<file path="src/rtl/overture_sequencer.sv">
`default_nettype none
// +----------------------------------------------------------------------+
// | overture_sequencer                                                   |
// | 8-bit ROM instruction sequencer with six registers and an I/O port.  |
// | Revision: 1.0                                                        |
// +----------------------------------------------------------------------+
module overture_sequencer #(
  parameter logic [7:0] RESET_PC = 8'h00
) (
  input  logic       clk,
  input  logic       reset_n,
  output logic [7:0] rom_addr,
  input  logic [7:0] rom_data,
  input  logic       run,
  output logic       busy,
  output logic [7:0] out_data,
  output logic       out_valid,
  input  logic       out_ready,
  input  logic [7:0] in_data,
  input  logic       in_valid,
  output logic       in_ready
);

  typedef enum logic [1:0] {
    IDLE     = 2'd0,
    EXEC     = 2'd1,
    OUT_WAIT = 2'd2
  } state_t;

  localparam logic [1:0] OP_IMM  = 2'b00;
  localparam logic [1:0] OP_ALU  = 2'b01;
  localparam logic [1:0] OP_COPY = 2'b10;
  localparam logic [1:0] OP_JUMP = 2'b11;
  localparam logic [2:0] IO_IDX  = 3'd6;

  state_t     state;
  logic [7:0] pc;
  logic [7:0] regs [6];

  logic [1:0] opc;
  logic [2:0] src;
  logic [2:0] dst;
  logic [7:0] src_val;
  logic [7:0] alu_val;
  logic       jump_taken;
  logic       stall;
  logic       to_out;
  logic       wr_en;
  logic [2:0] wr_idx;
  logic [7:0] wr_val;
  logic [7:0] pc_next;
  logic       r3_zero;
  logic       r3_neg;

  assign opc      = rom_data[7:6];
  assign src      = rom_data[5:3];
  assign dst      = rom_data[2:0];
  assign rom_addr = pc;
  assign busy     = (state != IDLE);
  assign in_ready = (state == EXEC) && (opc == OP_COPY) && (src == IO_IDX);
  assign stall    = in_ready && !in_valid;
  assign to_out   = (opc == OP_COPY) && (dst == IO_IDX);
  assign r3_zero  = (regs[3] == 8'h00);
  assign r3_neg   = regs[3][7];

  always_comb begin
    src_val = 8'h00;
    case (src)
      3'd0: src_val = regs[0];
      3'd1: src_val = regs[1];
      3'd2: src_val = regs[2];
      3'd3: src_val = regs[3];
      3'd4: src_val = regs[4];
      3'd5: src_val = regs[5];
      3'd6: src_val = in_data;
      default: src_val = 8'h00;
    endcase
  end

  always_comb begin
    alu_val = 8'h00;
    case (rom_data[2:0])
      3'd0: alu_val = regs[1] | regs[2];
      3'd1: alu_val = ~(regs[1] & regs[2]);
      3'd2: alu_val = ~(regs[1] | regs[2]);
      3'd3: alu_val = regs[1] & regs[2];
      3'd4: alu_val = regs[1] + regs[2];
      3'd5: alu_val = regs[1] - regs[2];
      default: alu_val = 8'h00;
    endcase
  end

  always_comb begin
    jump_taken = 1'b0;
    case (rom_data[2:0])
      3'd0: jump_taken = 1'b0;
      3'd1: jump_taken = r3_zero;
      3'd2: jump_taken = r3_neg;
      3'd3: jump_taken = r3_neg || r3_zero;
      3'd4: jump_taken = 1'b1;
      3'd5: jump_taken = !r3_zero;
      3'd6: jump_taken = !r3_neg;
      default: jump_taken = !r3_neg && !r3_zero;
    endcase
  end

  // Single register write port shared by IMM (r0), ALU (r3) and COPY (dst).
  always_comb begin
    wr_en   = 1'b0;
    wr_idx  = 3'd0;
    wr_val  = 8'h00;
    pc_next = pc + 8'd1;
    case (opc)
      OP_IMM: begin
        wr_en  = 1'b1;
        wr_idx = 3'd0;
        wr_val = {2'b00, rom_data[5:0]};
      end
      OP_ALU: begin
        wr_en  = 1'b1;
        wr_idx = 3'd3;
        wr_val = alu_val;
      end
      OP_COPY: begin
        wr_en  = !to_out;
        wr_idx = dst;
        wr_val = src_val;
      end
      default: begin
        if (jump_taken) pc_next = regs[0];
      end
    endcase
  end

  always_ff @(posedge clk or negedge reset_n) begin
    if (!reset_n) begin
      state     <= IDLE;
      pc        <= RESET_PC;
      out_data  <= 8'h00;
      out_valid <= 1'b0;
      for (int i = 0; i < 6; i++) regs[i] <= 8'h00;
    end else begin
      case (state)
        IDLE: begin
          pc <= RESET_PC;
          if (run) state <= EXEC;
        end
        EXEC: begin
          if (stall) begin
            if (!run) begin
              state <= IDLE;
              pc    <= RESET_PC;
            end
          end else begin
            for (int i = 0; i < 6; i++) begin
              if (wr_en && (wr_idx == 3'(i))) regs[i] <= wr_val;
            end
            // An output copy always finishes its handshake before honouring run=0.
            if (to_out) begin
              out_data  <= src_val;
              out_valid <= 1'b1;
              state     <= OUT_WAIT;
            end else if (!run) begin
              state <= IDLE;
              pc    <= RESET_PC;
            end else begin
              pc <= pc_next;
            end
          end
        end
        OUT_WAIT: begin
          if (out_ready) begin
            out_valid <= 1'b0;
            if (run) begin
              state <= EXEC;
              pc    <= pc + 8'd1;
            end else begin
              state <= IDLE;
              pc    <= RESET_PC;
            end
          end
        end
        default: begin
          state <= IDLE;
          pc    <= RESET_PC;
        end
      endcase
    end
  end

endmodule
`default_nettype wire

</file>
<file path="config.mk">
export PLATFORM = sky130hd
export DESIGN_NAME = overture_sequencer
export DESIGN_NICKNAME = d
export VERILOG_FILES = /design/src/rtl/overture_sequencer.sv
export SDC_FILE = /design/constraint.sdc
export NUM_CORES = 1
export LEC_CHECK = 0
export ABC_AREA = 1
export CAP_MARGIN = 20
export CORE_UTILIZATION = 64
export CTS_CLUSTER_DIAMETER = 80
export DETAILED_ROUTE_END_ITERATION = 7
export GPL_TIMING_DRIVEN = 0
export HOLD_SLACK_MARGIN = 0.03
export MAX_ROUTING_LAYER = met4
export PLACE_DENSITY = 0.89
export SLEW_MARGIN = 20
export SYNTH_ARGS = -nofsm -noshare
export SYNTH_HDL_FRONTEND = slang
export SYNTH_SLANG_ARGS = --single-unit
</file>
<file path="constraint.sdc">
create_clock -name clk -period 4.35 [get_ports clk]
set_input_delay 0.87 -clock clk [delete_from_list [all_inputs] [get_ports clk]]
set_output_delay 0.87 -clock clk [all_outputs]
set_load 0.005 [all_outputs]
</file>
**Word level (Yosys, flattened, before mapping)**

Index checks and enable logic that the tools add are counted.

- Add/sub/neg operators: 3
- Equality and inequality tests: 27
- Multiplexer cells: 26
- Bitwise logic cells: 5
- Reductions and logical operators: 36

Operator list:

| operator | count |
|---|---|
| 8-bit 2-to-1 mux | 8 |
| 8-bit one-hot mux with 7 select lines | 1 |
| 8-bit one-hot mux with 6 select lines | 1 |
| 3-bit == test, second input constant | 8 |
| 8-bit one-hot mux with 3 select lines | 1 |
| 3-bit AND reduction | 8 |
| 3-bit by 2-bit == test with 1-bit output, second input constant | 6 |
| 8-bit inverter | 2 |
| 8-bit one-hot mux with 2 select lines | 1 |
| 1-bit logical AND | 11 |
| 2-bit 2-to-1 mux | 5 |
| 3-bit by 1-bit == test with 1-bit output, second input constant | 3 |
| 3-bit zero test | 3 |
| 8-bit by 1-bit adder with 8-bit output, second input constant | 1 |
| 8-bit adder | 1 |
| 8-bit AND | 1 |
| 8-bit zero test | 1 |
| 2-bit != test, second input constant | 4 |
| 8-bit OR | 1 |
| 8-bit subtractor | 1 |
| 1-bit one-hot mux with 7 select lines | 1 |
| 3-bit != test, second input constant | 2 |
| 2-bit one-hot mux with 3 select lines | 1 |
| 3-bit one-hot mux with 2 select lines | 1 |
| other kinds (13) | 24 |

- Register bits: 67
- Input bits: 21
- Logic and storage cells: 107

**Longest topological paths before layout**

Gate-level depths: netlist (run 1).

- Word-level depth: 10
- Gate-level depth with buffers: 21
- Gate-level depth less buffers: 21

**Worst setup path before layout (run 1)**

OpenSTA, ideal clock, no wires.

- Path type: input -> register
- Start point: in rom_data[1]
- End point: reg regs[6] (netlist name)
- Arrival: 2.791 ns
- Required time: 4.233 ns
- Setup slack: 1.441 ns
- Cell stages on the path: 17
- Buffers on the path: 1
- Cells stage by stage: buf_2 -> inv_2 -> nand3_2 -> nand2_1 -> o21ai_0 -> xor2_1 -> ha_1 -> nand2_1 -> or2_2 -> nand3_1 -> nand2_1 -> nand3_1 -> nand2_1 -> nand2_1 -> nand2_1 -> nand3_1 -> nand2_1

- Longest elaborated chain between the ends: 6
- Elaborated cells between the ends (all ways): 16
- Classes of those cells: 7 x eq/ne; 4 x mux; 5 x reduce/logical

RTL lines:

| element | RTL line | RTL |
|---|---|---|
| start, declared | 13 | `input logic [7:0] rom_data,` |
| 3-bit == test | 62 | `assign to_out = (opc == OP_COPY) && (dst == IO_IDX);` |
| 1-bit logical AND | 62 |  |
| 1-bit zero test | 125 | `wr_en = !to_out;` |
| 1-bit one-hot mux with 2 select lines | 113 | `case (opc)` |
| 1-bit logical AND | 156 | `if (wr_en && (wr_idx == 3'(i))) regs[i] <= wr_val;` |
| 3-bit AND reduction (no source line) | n/a |  |
| end signal, assigned by index | 156 |  |
| end, declared | 38 | `logic [7:0] regs [6];` |

Parallel ways exist; a longest one is shown, timed or not.
A chain may end at the register's enable or synchronous reset.

**Worst setup path in the final report (run 1)**

- Start point: in rom_data[6]
- End point: out in_ready

- Longest elaborated chain between the ends: 3

RTL lines:

| element | RTL line | RTL |
|---|---|---|
| 2-bit == test | 60 | `assign in_ready = (state == EXEC) && (opc == OP_COPY) && (src == IO_IDX);` |
| 1-bit logical AND (2 in series) | 60 |  |
| end, declared | 21 | `output logic in_ready` |

Every way passes these cells.

==> results of run 1 <==
## metal layers
layer / up-vias / GRT usage
li1: 2437 / -
met5: - / -
met1: 2386 / 0.491
met3: 58 / 0.0677
met4: 0 / 0.161
met2: 280 / 0.599
## registers in the layout, summed over array words and instances, names as in the netlist
| name | flops |
|---|---|
| out_data | 8 |
| out_valid | 1 |
| r3_neg | 1 |
| regs | 47 |
| rom_addr | 8 |
| state | 2 |
## metrics by stage
stage | total power [mW] | hold slack [ps] | setup slack, ps
finish | 2.86 | 341 | 830
global route | 3.07 | 351 | 708
CTS | 2.83 | 355 | 829
detailed placement | 2.27 | 470 | 840
global placement | 2.21 | 464 | 180
floorplan | 1.87 | 449 | 1440
## layout make-up
type / instances / share of cell area
plain buffers: 13 / 0.0163
inverters: 88 / 0.0580
multi-input cells: 553 / 0.505
clock buffers: 10 / 0.0242
well taps: 99 / 0.0218
repair buffers: 37 / 0.0677
flip-flops and latches: 67 / 0.294
clock inverters: 6 / 0.0127
## report_power, final
group | total [mW] | switching (mW) | internal [mW]
clock | 0.561 | 0.274 | 0.286
combinational | 1.38 | 0.878 | 0.504
sequential | 0.917 | 0.151 | 0.766
total | 2.86 | 1.30 | 1.56
## critical path, stage by stage
cell             delay [ps]
clkdlybuf4s50_1         500
inv_1                   120
ha_1                    290
inv_1                   130
nor3_1                  190
clkdlybuf4s50_1         540
## kinds of logic (layout without fill, tap and decap cells)
logic type | after synthesis | in the layout | synth area share
buffers and inverters | 101 | 154 | 0.0850
and+or+nand+nor | 449 | 449 | 0.412
DFF | 67 | 67 | 0.337
adders and majority gates | 21 | 21 | 0.0543
AOI/OAI and AO/OA | 72 | 72 | 0.0918
xor gates and xnor gates | 11 | 11 | 0.0194
## cell usage in the layout, fill, tap and decap left out, types with 8 or more instances in the layout
cell type | Yosys | layout
a21oi_1 | 20 | 20
clkbuf_8 | 0 | 10
clkdlybuf4s50_1 | 0 | 35
dfrtp_1 | 67 | 67
ha_1 | 20 | 20
inv_1 | 73 | 73
inv_2 | 15 | 15
nand2_1 | 279 | 279
nand3_1 | 93 | 93
nand4_1 | 10 | 10
nor2_1 | 28 | 28
o21ai_0 | 23 | 23
o22ai_1 | 8 | 8
xor2_1 | 9 | 9
## final timing paths
path / to / depth (start not counted) / slack [ps] / start
max: in_ready / 6 / 830 / rom_data[6]
min: rom_addr[4] / 1 / 340 / reset_n
max reg2reg: regs[47] / 19 / 1270 / regs[25]
min reg2reg: out_data[6] / 2 / 490 / out_data[6]
max in group asynchronous: regs[1] / 2 / 3480 / reset_n
min in group clk: out_data[6] / 2 / 490 / out_data[6]
==> results by group, run 1 <==
Outcome
  • Outcome: finished clean

Synthesis
  • Synthesized cell area: 4970 um^2
  • Synth warn: 0
  • Biggest area consumer among synthesized cells: dfrtp_1
  • Synthesized instance count: 721
  • Largest cells by area after synthesis: dfrtp_1 34%, nand2_1 21%, nand3_1 9.4%, inv_1 5.5%, ha_1 5.0%
  • Commonest cells in the synthesized netlist: 279 x nand2_1, 93 x nand3_1, 73 x inv_1, 67 x dfrtp_1, 28 x nor2_1
  • Register area share after synthesis: 0.337
  • Post-synth cell types: 43
  • Synth Register Bits: 67
  • Syn_area_per_cell: 6.90 um^2
  • Top-count cell post-synth: nand2_1
  • Post-synth top flop: dfrtp_1
  • Syn Nets: between 700 and 800
  • Post-synth ARST share: 1.00
  • Post-synth top area share: 0.337
  • Number of synthesized flops with an enable pin: 0

Final layout
  • Multi-input gate area: 2880 um^2
  • Nets: 811
  • Fillers: roughly 580
  • Register area: 1680 um^2
  • Final instance area: about 5700 um^2
  • Synthesis-to-finish area growth: 14.5%
  • Post-layout util: 0.773
  • Diode count: 0
  • Share of post-route cells with drive strength above 1: 0.109
  • Post-Layout Cell Count: 873

Drt
  • DRT antenna net count: 0
  • Vias/cell: 5.91
  • DR WL met2: 6750 um
  • DRT iter0 DRCs: 502
  • Detailed Route WL: roughly 14000 um
  • Met1 WL: 5880 um
  • DR WL met3: 1270 um
  • WL/cell: between 15 and 20 um
  • DR pass1 iterations: 5
  • Residual DRC count: 0
  • Via count: slightly above 5000
  • Top routing layer in use: met4

Die
  • Starting Density: 0.675
  • Die area: 8130 um^2
  • Row cnt: 31
  • I/O Pins: 40
  • Die height: about 90 um
  • Die span in x: 90.2 um
  • Total core area: 7370 um^2

GRT
  • Initial antenna violation count: 0
  • Total grt overflow: 0
  • Vias in the first global route: 4912
  • Largest net degree at the start of global routing: 59
  • All-layer global routing usage: 0.383
  • First-pass GRT wire length: around 24000 um

Placed design
  • PortBufs: 36
  • Placed cell count: 857
  • Post-DP Area: 5480 um^2
  • Routability cong.: 1.02
  • Post-DP HPWL: approximately 11000 um

STA
  • Post-Route Setup TNS: 0 ps
  • Final Hold Viols: 0
  • Slew Limit Headroom: 0.661
  • Final setup violation count: 0
  • Worst-margin pin slew: roughly 510 ps
  • Slew Viols, Final: 0
  • Final min period: 3520 ps
  • Worst clock skew: 14.6 ps
  • Max Clk Rate: 0.284 GHz
  • Final Cycle Share: 0.809
  • RSZ-0062 raised after global routing: no

Worst setup path
  • CP Data Required Time: around 3500 ps
  • CP Launch Type: primary input
  • Crit end category: output pin
  • Peak fanout along the critical path: 4
  • CP Class: in2out
  • Crit path DAT: between 2000 and 3000 ps

Clock tree
  • Clk slew on worst S/H paths: 80 ps
  • # clock sinks: 67
  • Post-CTS setup buffer count: 0
  • Htree depth: 3
  • Root Buffer: clkbuf_8
  • Skew-Pair Late Insertion Delay: 360 ps
  • CTS tree: built
  • CTS Buf Count: 9
  • Number of cells upsized or downsized after cts: 0
  • CTS max path bufs: 2
  • # hold bufs at CTS: 0

Power and ir drop
  • Power Density: 502 nW/um^2
  • Static leakage: 3.02 nW
  • Peak VDD IR: between 300 and 400 uV

Min path
  • Worst min path class: in2async

Flow run
  • Max cap viols: 0
Power figures use the tool's default switching activity.
==> inputs of run 2 (changes only) <==
Settings changed: CORE_UTILIZATION 64 to 54, PLACE_DENSITY 0.89 to 0.8.
Clock period 4.35 ns to 3 ns, I/O delays scaled along.
==> run 2 against run 1 <==
The flow now finishes with violations (DRC). Register-to-register slack worse by 1100 ps. Sequential share of layout area is 0.49 points lower. Sequential power is 45% higher. Highest routed layer unchanged. Clock power is 69% higher.
==> results by group, run 2 (synthesized netlist as in run 1, its figures left out) <==
Final layout
  • Most common cell after layout, fill and taps aside: nand2_1
  • Max FFs per register: 47 (unchanged)
  • Reg with most FFs: regs
  • Most frequent cells in the layout: 274 x nand2_1, 93 x nand3_1, 71 x inv_1
  • Fillers: 786 (+35%)
  • Diode count: 0 (unchanged)
  • Multi-input gate area: 2910 um^2 (+1.2%)
  • Nets: 813 (+0.25%)
  • Share of post-route cells with drive strength above 1: 0.125 (+0.0165)
  • Synthesis-to-finish area growth: 16.5%
  • Register area: 1680 um^2 (about the same)
  • Post-layout util: 0.658 (-0.115)

Worst setup path
  • Largest stage delay on the critical path: 530 ps (about the same)
  • CP Launch Type: primary input
  • Crit end category: output pin
  • Crit path DAT: 2290 ps (-360 ps)
  • Worst reg2reg path depth: 19 (unchanged)
  • Slowest CP cell: clkdlybuf4s50_1
  • Peak fanout along the critical path: 4 (unchanged)
  • CP Data Required Time: 2400 ps (-1080 ps)
  • FF-to-FF setup slack: 210 ps (-1060 ps)
  • Worst Setup SP: rom_data[6]
  • CP Capture Point: in_ready
  • FF-to-FF Start: regs[25]
  • Cells along the critical path: clkdlybuf4s50_1, inv_1, ha_2, inv_1, nor3_1, clkdlybuf4s50_1
  • CP Class: in2out
  • Reg2reg end: regs[15]

Power and ir drop
  • Static leakage: 3.06 nW (+1.1%)
  • Power Density: 743 nW/um^2 (+48%)
  • NetSw: 1.89 mW (+45%)
  • Pint: 2.42 mW (+55%)
  • Combinational power share: 0.471 (-0.012)
  • Net Sw Frac: 0.438 (-0.0176)
  • Clk pwr share: 0.220 (+0.024)
  • Sequential power share: 0.309 (-0.012)
  • Peak VDD IR: 490 uV (+35%)

Placed design
  • Dpl ws: -143 ps (-983 ps)
  • Post-DP HPWL: 11100 um (+0.86%)
  • PortBufs: 36 (unchanged)
  • Routability cong.: 0.945 (-7.1%)

STA
  • Final setup violation count: 0 (unchanged)
  • Fin worst setup slack: 112 ps (-717 ps)
  • Final Hold Viols: 0 (unchanged)
  • Worst-margin pin slew: 489 ps (-19.4 ps)
  • Worst clock skew: 14.6 ps (+0.00370 ps)
  • Final Cycle Share: 0.963
  • Max Clk Rate: between 0.3 and 0.4 GHz
  • Slew Viols, Final: 0 (unchanged)
  • Post-Route Setup TNS: 0 ps (unchanged)
  • Slew Limit Headroom: 0.673 (+0.0119)
  • Final min period: 2890 ps

Clock tree
  • CTS tree: built
  • # clock sinks: 67 (unchanged)
  • Skew-Pair Late Insertion Delay: 360 ps (about the same)
  • # hold bufs at CTS: 0 (unchanged)
  • Root Buffer: clkbuf_8
  • CTS max path bufs: 2 (unchanged)
  • CTS Buf Count: 9 (unchanged)
  • Htree depth: 3 (unchanged)
  • Clk slew on worst S/H paths: 80 ps (about the same)

Outcome
  • Outcome: finished with violations
  • Violated checks: DRC

Drt
  • DRT iter0 DRCs: 349 (-30%)
  • Via count: 4963 (-3.8%)
  • Detailed Route WL: 14300 um (-0.44%)
  • Residual DRC count: 2 (+2)
  • Vias/cell: 5.61 (-5.0%)
  • DR pass1 iterations: 8 (+3)
  • DRT antenna net count: 0 (unchanged)
  • WL/cell: 16.2 um (-1.7%)

Die
  • Total core area: 8810 um^2 (+19%)
  • Die span in x: 98.0 um (+8.7%)
  • Die area: 9600 um^2 (+18%)
  • Die height: 98.0 um (+8.7%)
  • I/O Pins: 40 (unchanged)
  • Starting Density: 0.565 (-0.110)
  • Row cnt: 34 (+9.7%)

GRT
  • Initial antenna violation count: 0 (unchanged)
  • All-layer global routing usage: 0.323 (-0.0591)
  • Vias in the first global route: 4676 (-4.8%)
  • First-pass GRT wire length: 23500 um (-1.8%)
  • Total grt overflow: 0 (unchanged)
  • Largest net degree at the start of global routing: 47 (-20%)

Flow run
  • Max cap viols: 0 (unchanged)

Min path
  • Worst min path class: in2async
==> run 2: routing by layer <==
layer / track usage / wire [um]
met1: 0.449 / 6640
met2: 0.497 / 6550
met3: 0.0387 / 853
met4: 0.0967 / 301
met5: - / 0
==> run 2: per-stage QoR <==
stage	instances	hold WS [ps]	total power, mW	cell area, um^2
2_1_floorplan	721	304	2.71	4970
3_3_place_gp	865	463	3.22	5470
3_5_place_dp	866	466	3.29	5500
4_1_cts	882	134	4.23	5740
5_1_grt	884	148	4.63	5800
6_report	884	124	4.31	5800
==> run 2: final cells by class <==
| cell class | instances | area share |
|---|---|---|
| Multi-Input combinational cell | 553 | 0.502 |
| Sequential cell | 67 | 0.290 |
| Timing Repair Buffer | 39 | 0.0691 |
| Inverter | 88 | 0.0570 |
| Tap cell | 108 | 0.0233 |
| Clock inverter | 7 | 0.0216 |
| Clock buffer | 9 | 0.0214 |
| Buffer | 13 | 0.0160 |
==> run 2: worst min-delay path by stage <==
stage | cells past startpoint | end | slack, ps | startpoint
after global routing | 1 | regs[13] | 150 | reset_n
after global placement | 2 | regs[9] | 460 | regs[9]
after detailed placement | 2 | regs[12] | 470 | regs[12]
final | 1 | regs[13] | 120 | reset_n
after CTS | 1 | regs[13] | 130 | reset_n
after floorplan | 0 | out_data[0] | 300 | reset_n
==> run 2: worst max-delay path: cells and delay by family <==
kind,cells,cell delay [ps]
AND/OR/NAND/NOR,1,180
buffers and inverters,4,1240
adder cells (fa/ha/maj),1,270
==> run 2: repair_timing <==
item,in CTS,in global routing
gates resized for setup,0,13
endpoints found under the hold margin,0,0
setup endpoints to repair,0,19
buffers inserted,0,2
==> run 2: power groups by stage <==
| stage | Clock, mW | Combinational, mW | Sequential, mW |
|---|---|---|---|
| 4_1_cts | 0.948 | 1.97 | 1.31 |
| 6_report | 0.947 | 2.03 | 1.33 |
| 5_1_grt | 0.991 | 2.29 | 1.35 |
| 3_5_place_dp | 0 | 1.95 | 1.33 |
| 3_3_place_gp | 0 | 1.89 | 1.32 |
| 2_1_floorplan | 0 | 1.44 | 1.27 |
